$ cat src/rtl/fetch_decode_buffer.sv
// fetch_decode_buffer: elastic FIFO between instruction fetch and decode.
// Words are captured with a valid/ready handshake and presented to decode
// one cycle later (no fall-through). FlushD discards every entry.
// Optional macro FDB_BUBBLE_NOP_EN: while empty, InstrD shows the canonical
// NOP (addi x0,x0,0) instead of all zeros.
module fetch_decode_buffer #(
  parameter int XLEN  = 64,
  parameter int DEPTH = 2,
  parameter int ILEN  = 32
) (
  input  logic                     clk,
  input  logic                     rst_n,
  input  logic [ILEN-1:0]          InstrF,
  input  logic [XLEN-1:0]          PCF,
  input  logic                     ValidF,
  output logic                     ReadyF,
  output logic [ILEN-1:0]          InstrD,
  output logic [24:0]              ImmD,
  output logic [XLEN-1:0]          PCD,
  output logic [XLEN-1:0]          PCPlus4D,
  output logic                     ValidD,
  input  logic                     ReadyD,
  input  logic                     FlushD,
  output logic [$clog2(DEPTH):0]   CountD
);

  localparam int PW = $clog2(DEPTH);
  localparam int CW = PW + 1;
  localparam logic [CW-1:0] FULL_CNT = CW'(DEPTH);

`ifdef FDB_BUBBLE_NOP_EN
  localparam logic [ILEN-1:0] BUBBLE = ILEN'(32'h0000_0013);
`else
  localparam logic [ILEN-1:0] BUBBLE = '0;
`endif

  logic [ILEN-1:0] instr_mem_q [DEPTH];
  logic [XLEN-1:0] pc_mem_q    [DEPTH];

  logic [PW-1:0] wr_ptr_q, wr_ptr_d;
  logic [PW-1:0] rd_ptr_q, rd_ptr_d;
  logic [CW-1:0] count_q,  count_d;
  logic          push;
  logic          pop;

  // Handshakes derive only from registered occupancy and FlushD, so ReadyF
  // never depends combinationally on ReadyD.
  always_comb begin
    ValidD = (count_q != '0);
    ReadyF = (count_q != FULL_CNT) & ~FlushD;
    push   = ValidF & ReadyF;
    pop    = ValidD & ReadyD;
    CountD = count_q;
  end

  // Next occupancy and pointers; flush wins over any concurrent push/pop.
  always_comb begin
    wr_ptr_d = wr_ptr_q;
    rd_ptr_d = rd_ptr_q;
    count_d  = count_q;
    if (FlushD) begin
      wr_ptr_d = '0;
      rd_ptr_d = '0;
      count_d  = '0;
    end else begin
      if (push) wr_ptr_d = wr_ptr_q + PW'(1);
      if (pop)  rd_ptr_d = rd_ptr_q + PW'(1);
      case ({push, pop})
        2'b10:   count_d = count_q + CW'(1);
        2'b01:   count_d = count_q - CW'(1);
        default: count_d = count_q;
      endcase
    end
  end

  // Control state: cleared asynchronously, so entries vanish at once on reset.
  always_ff @(posedge clk or negedge rst_n) begin
    if (!rst_n) begin
      wr_ptr_q <= '0;
      rd_ptr_q <= '0;
      count_q  <= '0;
    end else begin
      wr_ptr_q <= wr_ptr_d;
      rd_ptr_q <= rd_ptr_d;
      count_q  <= count_d;
    end
  end

  // Storage array is data only and carries no reset.
  always_ff @(posedge clk) begin
    if (push) begin
      instr_mem_q[wr_ptr_q] <= InstrF;
      pc_mem_q[wr_ptr_q]    <= PCF;
    end
  end

  // Head entry to decode, masked to a bubble/zero PC while empty.
  always_comb begin
    InstrD   = ValidD ? instr_mem_q[rd_ptr_q] : BUBBLE;
    PCD      = ValidD ? pc_mem_q[rd_ptr_q]    : '0;
    PCPlus4D = PCD + XLEN'(4);
    ImmD     = InstrD[31:7];
  end

endmodule

$ cat config.mk
export PLATFORM = sky130hd
export DESIGN_NAME = fetch_decode_buffer
export DESIGN_NICKNAME = d
export VERILOG_FILES = /design/src/rtl/fetch_decode_buffer.sv
export SDC_FILE = /design/constraint.sdc
export NUM_CORES = 1
export LEC_CHECK = 0
export CORE_UTILIZATION = 43
export CTS_BUF_LIST = sky130_fd_sc_hd__clkbuf_16
export CTS_CLUSTER_DIAMETER = 100
export DETAILED_ROUTE_END_ITERATION = 8
export GPL_TIMING_DRIVEN = 0
export HOLD_SLACK_MARGIN = 0.05
export PLACE_DENSITY = 0.76
export SYNTH_ARGS = -nofsm -noshare
export SYNTH_HDL_FRONTEND = slang
export SYNTH_SLANG_ARGS = --single-unit
$ cat constraint.sdc
create_clock -name clk -period 5.4 [get_ports clk]
set_input_delay 1.62 -clock clk [delete_from_list [all_inputs] [get_ports clk]]
set_output_delay 1.62 -clock clk [all_outputs]
set_load 0.01 [all_outputs]
==> out/metrics.yaml, run 1 <==
hold_path:
  hold_end: "wr_ptr_q"
  hp-class: "flop to flop"
  whs_path_depth: 2
  hp-start: "wr_ptr_q"
clock_tree:
  clkLatencyLatePin_ns: 0.44
  cts_max_path_buffers: 2
  tritoncts: "done"
  clk_pin_slew_worst_paths_ns: 0.07
  htreeDepth: 4
  cts.sinks: 196
  cts_made_buffers: 17
  cts_root_buffer: "clkbuf_16"
  cts_hold_buf: 0
global_routing:
  track_usage: 0.247
  grt_max_degree: 51
  grt.overflow.total: 0
  grtUsageMet2: 0.424
  antenna_found_initial: 1
  grt_pass1_vias: 7041
  grt_pass1_wl_mm: 40.6
  busiest_layer: "met2"
  use_met3: 0.0661
  use_met1: 0.303
floorplan:
  fp.dieW_um: 151
  coreArea_um2: 21800
  die_area_um2: 22700
  start_util: 0.437
  num_rows: 54
  io_pins: 290
  die_h_um: 151
timing:
  setup_viol: 0
  finalHoldWorstSlack_ns: 0.636
  skew_ns: 0.0144
  tightest_slew_ns: 0.907
  fmax_ghz: 0.189
  fin_crit_sh: 0.980
  max_slew_margin: 0.394
  slew_violations: 0
  hold_violations: 0
  finalCriticalPeriod_ns: 5.29
finish:
  fin_area_um2: 14000
  layout_commonest_cell: "clkdlybuf4s50_1"
  post-route-util: 0.645
  layout-drive-gt1-share: 0.181
  fin_cells: 1347
  final_cell_mix: "clkdlybuf4s50_1, edfxtp_1, nor2_1, mux2i_1, buf_4"
  syn_to_final_growth_pct: 47.7
  nets: 1155
pwr:
  cellPowerDensity_nw_per_um2: 274
  ir_worst_vdd_mv: 0.214
  p_leak_nw: 5.01
  total_power_mw: 3.85
setup_path:
  crit_fanout: 10
  start_kind: "flop"
  critPathRequiredTime_ns: 3.78
  rrSetupSlack_ns: 2.87
  r2r_cells: 8
  crit_type: "flop to output port"
  r2r-start: "CountD[1]"
  arrival_ns: 3.67
  reg2reg_to: "pc_mem_q[0][32]"
  worstSetupEndpointType: "output port"
synth:
  synth_top_area_frac: 0.607
  ys_types: 52
  ys_seq_area_frac: 0.617
  synth_edf_count: 192
  synthesis.yosys.warnings: 0
  async_flop_share: 0.0204
  syn_area_um2: 9500
  synth_ff_type: "edfxtp_1"
  avgSynthCellArea_um2: 13.5
  synth.net_count: 805
  synth_cells: 703
  synth.area.top_cells: "edfxtp_1, mux2i_1, nor2_1"
  netlist.top_cell.by_area: "edfxtp_1"
  ys_seq_elements: 196
place:
  dp_hpwl_mm: 20.0
  port_buffers: 289
  place_area_um2: 12900
  gp_congestion: 0.895
  place_inst: 1276
route:
  route.vias.total: 7112
  post_drt_wl_per_cell_um: 20.6
  drc: 0
  ant_nets: 0
  wl_mm: 27.8
  first_pass_iters: 7
  first_iter_violations: 405
  viasPerCell: 5.28
run:
  cap_violations: 0
run_status:
  status: "complete, no violations"
## worst max-delay path, cell delays in order (launching register included)
cell and delay, ns:
dfrtp_1 0.38, buf_6 0.13, buf_4 0.13, buf_6 0.15, buf_6 0.17, mux2i_1 0.13, nor2_1 0.30, nand4_1 0.34
nor4_4 0.49, nand4_1 0.24, xnor2_2 0.22, clkdlybuf4s50_1 0.56
## timing repair
action,in CTS,in global routing
pin swaps,12,9
buffers inserted,29,9
setup endpoints to repair,95,31
gates resized for setup,82,29
gates cloned,1,0
## stage by stage
stage          setup WS (ns)  setup TNS, ns
2_1_floorplan          0.240              0
3_3_place_gp           -1.57        -257.87
3_5_place_dp           -1.58         -34.61
4_1_cts              0.00219              0
5_1_grt           -0.0000839     -0.0000839
6_report               0.107              0
## sequential cells by signal, summed over array words and instances, names as in the netlist
name and count:
wr_ptr_q 1, CountD 2, rd_ptr_q 1, instr_mem_q 64
pc_mem_q 128
## per-layer routing
metal | share of wire | vias up
met5 | 0.00047 | -
met1 | 0.38 | 3428
li1 | - | 3276
met4 | 0.018 | 2
met3 | 0.095 | 37
met2 | 0.50 | 369
## synth_stat cells, types with 3 or more instances
cell type / instances
nand3b_4: 3
nand4_2: 3
nand4_1: 27
and3_1: 3
nor4_4: 3
buf_4: 28
nor2_1: 107
xor2_1: 18
a211oi_2: 7
o21ai_0: 6
nand3_1: 28
buf_2: 15
a211oi_1: 5
mux2i_1: 92
nor3_2: 5
nand2_1: 30
nor4_1: 4
a21oi_1: 4
nor2_2: 7
inv_1: 9
dfrtp_1: 4
xnor2_1: 44
edfxtp_1: 192
nand3b_1: 10
nor3_1: 8
buf_6: 9
## kinds of logic (layout without fill, tap and decap cells)
group | after synthesis | in the layout | synth area share
adder cells (fa/ha/maj) | 1 | 1 | 0.00132
flip-flops | 196 | 196 | 0.617
AO/OA/AOI/OAI | 30 | 30 | 0.0273
other | 0 | 1 | 0
XOR/XNOR | 62 | 62 | 0.0572
buffers and inverters | 65 | 428 | 0.0470
AND/OR/NAND/NOR | 255 | 255 | 0.150
multiplexers | 94 | 94 | 0.0993
## layout make-up
cell class	count	area, um2
Buffer	55	531
Fill cell	1642	7730
Inverter	9	36.3
Clock inverter	15	165
Sequential cell	196	5870
Tap cell	280	350
Antenna cell	1	2.50
Multi-Input combinational cell	442	3340
Timing Repair Buffer	332	3310
Clock buffer	17	425
## worst max-delay path by stage
stage / start / cells after the start / slack [ns] / endpoint
after floorplan: rd_ptr_q / 17 / 0.24 / PCPlus4D[62]
after global placement: rd_ptr_q / 18 / -1.57 / PCPlus4D[60]
after detailed placement: rd_ptr_q / 18 / -1.58 / PCPlus4D[60]
after CTS: rd_ptr_q / 20 / 0.002 / PCPlus4D[46]
after global routing: rd_ptr_q / 11 / -0.00008 / PCPlus4D[59]
final: rd_ptr_q / 11 / 0.11 / PCPlus4D[59]
## where the power goes
group	switching [mW]	internal (mW)	leakage, nW
sequential	0.0215	1.74	1.81
clock	0.603	0.659	0.284
combinational	0.398	0.424	2.91
total	1.02	2.82	5.01
Power figures use the tool's default switching activity.
==> inputs of run 2 (changes only) <==
REMOVE_ABC_BUFFERS = 1   (was unset)
==> out/metrics.yaml, run 2 (same netlist as run 1, synthesis figures left out) <==
finish:
  syn_to_final_growth_pct: 43.6
  seq_area_um2: 5870  # about the same
  regMostFlops: "pc_mem_q"
  final_cell_mix: "clkdlybuf4s50_1, edfxtp_1, nor2_1, mux2i_1, xnor2_1"
  fin_cells: 1285  # -4.6%
  fin_area_um2: 13600  # -2.8%
  multi_input_area_um2: 3290  # -1.5%
  layout_commonest_cell: "clkdlybuf4s50_1"
  layout-drive-gt1-share: 0.117  # -0.0636
  fillers: 1688  # +2.8%
  nets: 1094  # -5.3%
  antennaDiodeCount: 0  # -1
  largest_reg_flops: 128  # unchanged
global_routing:
  antenna_found_initial: 0  # -1
  grt.overflow.total: 0  # unchanged
  grt_pass1_vias: 6593  # -6.4%
  grt_pass1_wl_mm: 36.4  # -10%
  track_usage: 0.216  # -0.0312
  grt_max_degree: 65  # +27%
timing:
  fin_crit_sh: 0.969  # -0.0108
  hold_violations: 0  # unchanged
  finalCriticalPeriod_ns: 5.24  # -0.0582 ns
  setup_viol: 0  # unchanged
  max_slew_margin: 0.394  # about the same
  grt_setup_unrepaired: "yes"
  slew_violations: 0  # unchanged
  skew_ns: 0.0184  # +0.00407 ns
  fmax_ghz: 0.191  # +1.1%
  setup_slack_ns: 0.165  # +0.0582 ns
  tightest_slew_ns: 0.907  # +0.000449 ns
route:
  route.vias.total: 6703  # -5.8%
  first_iter_violations: 301  # -26%
  wl_mm: 24.4  # -12%
  viasPerCell: 5.22  # -1.2%
  drc: 0  # unchanged
  first_pass_iters: 5  # -2
  ant_nets: 0  # unchanged
  post_drt_wl_per_cell_um: 19.0  # -7.9%
clock_tree:
  tritoncts: "done"
  cts_made_buffers: 17  # unchanged
  htreeDepth: 4  # unchanged
  cts.sinks: 196  # unchanged
  clk_pin_slew_worst_paths_ns: 0.07  # about the same
  clkLatencyLatePin_ns: 0.44  # about the same
  cts_max_path_buffers: 2  # unchanged
  cts_root_buffer: "clkbuf_16"
floorplan:
  fp.dieW_um: 151  # unchanged
  num_rows: 54  # unchanged
  coreArea_um2: 21800  # unchanged
  start_util: 0.437  # unchanged
  die_h_um: 151  # unchanged
  io_pins: 290  # unchanged
  die_area_um2: 22700  # unchanged
run_status:
  status: "complete, no violations"
setup_path:
  critPathRequiredTime_ns: 3.78  # about the same
  crit_type: "flop to output port"
  start_kind: "flop"
  crit_fanout: 33  # +23
  arrival_ns: 3.62  # -0.05 ns
  worstSetupEndpointType: "output port"
place:
  place_area_um2: 12600  # -2.2%
  gp_congestion: 0.868  # -2.9%
  port_buffers: 289  # unchanged
  dp_slack_ns: -0.426  # +1.16 ns
  dp_hpwl_mm: 17.1  # -15%
  place_inst: 1225  # -4.0%
hold_path:
  hp-class: "flop to flop"
pwr:
  ir_worst_vdd_mv: 0.192  # -9.9%
  cellPowerDensity_nw_per_um2: 280  # +2.2%
  p_leak_nw: 4.97  # -0.77%
run:
  cap_violations: 0  # unchanged
run 2: cell count changes in the layout (fill, tap and decap cells not counted), moves of 3 or more:
cell	before	now
buf_12	12	8
buf_2	18	0
buf_4	62	22
buf_6	6	0
clkdlybuf4s50_1	267	260
clkinv_4	3	0
clkinv_8	1	5
dlygate4sd2_1	5	1
dlymetal6s2s_1	8	28
inv_12	0	5
inv_8	5	2
nor4_2	3	0
run 2: stage by stage:
step           hold slack (ns)  power [mW]  setup TNS, ns  utilization
6_report                 0.645        3.82              0        0.627
5_1_grt                  0.686        3.96        -0.0447        0.627
4_1_cts                  0.650        3.85              0        0.619
3_5_place_dp             0.631        2.52          -5.48        0.578
3_3_place_gp             0.542        2.52       -1045.35        0.567
2_1_floorplan            0.519        2.14        -273.04            -
run 2: power by group:
part           leakage, nW  internal (mW)  total [mW]  switching, mW
clock                0.302          0.650        1.32          0.672
combinational         2.86          0.380       0.737          0.356
sequential            1.81           1.74        1.76         0.0225
run 2: final timing paths:
check | start | end | slack (ns) | depth (start not counted)
hold reg to reg | wr_ptr_q | wr_ptr_q | 0.64 | 2
setup reg to reg | CountD[1] | pc_mem_q[0][34] | 2.74 | 8
max in group asynchronous | rst_n | rd_ptr_q | 3.79 | 1
min in group asynchronous | rst_n | CountD[0] | 1.40 | 1
hold / removal | wr_ptr_q | wr_ptr_q | 0.64 | 2
setup / recovery | rd_ptr_q | PCPlus4D[43] | 0.16 | 10
run 2: what timing repair did:
item                       in CTS  in global routing
gates cloned                    2                  0
pin swaps                       9                  8
buffers inserted               19                  7
setup endpoints to repair      44                 33
gates resized for setup        11                 34
hold buffers                    0                  0
run 2: routing by layer:
metal,up-vias,GRT usage,part of all wire
li1,3159,-,-
met1,3247,0.265,0.40
met2,265,0.366,0.50
met3,32,0.0488,0.077
met4,0,0.0890,0.023
met5,-,0,0
run 2: layout make-up:
| cell class | instances | share of cell area |
|---|---|---|
| repair buffers | 325 | 0.253 |
| clock inverters | 15 | 0.0154 |
| well taps | 280 | 0.0257 |
| multi-input cells | 443 | 0.241 |
| clock buffers | 17 | 0.0312 |
| flip-flops and latches | 196 | 0.431 |
| inverters | 9 | 0.00275 |
run 2: worst max-delay path, cell delays in order, from the launching register on:
cell	delay, ns
dfrtp_4	0.54
buf_12	0.15
bufbuf_16	0.32
nand3b_1	0.23
a211oi_4	0.39
nand4_1	0.13
buf_4	0.18
nor3_4	0.22
nor4b_2	0.29
xor2_1	0.18
clkdlybuf4s50_1	0.56
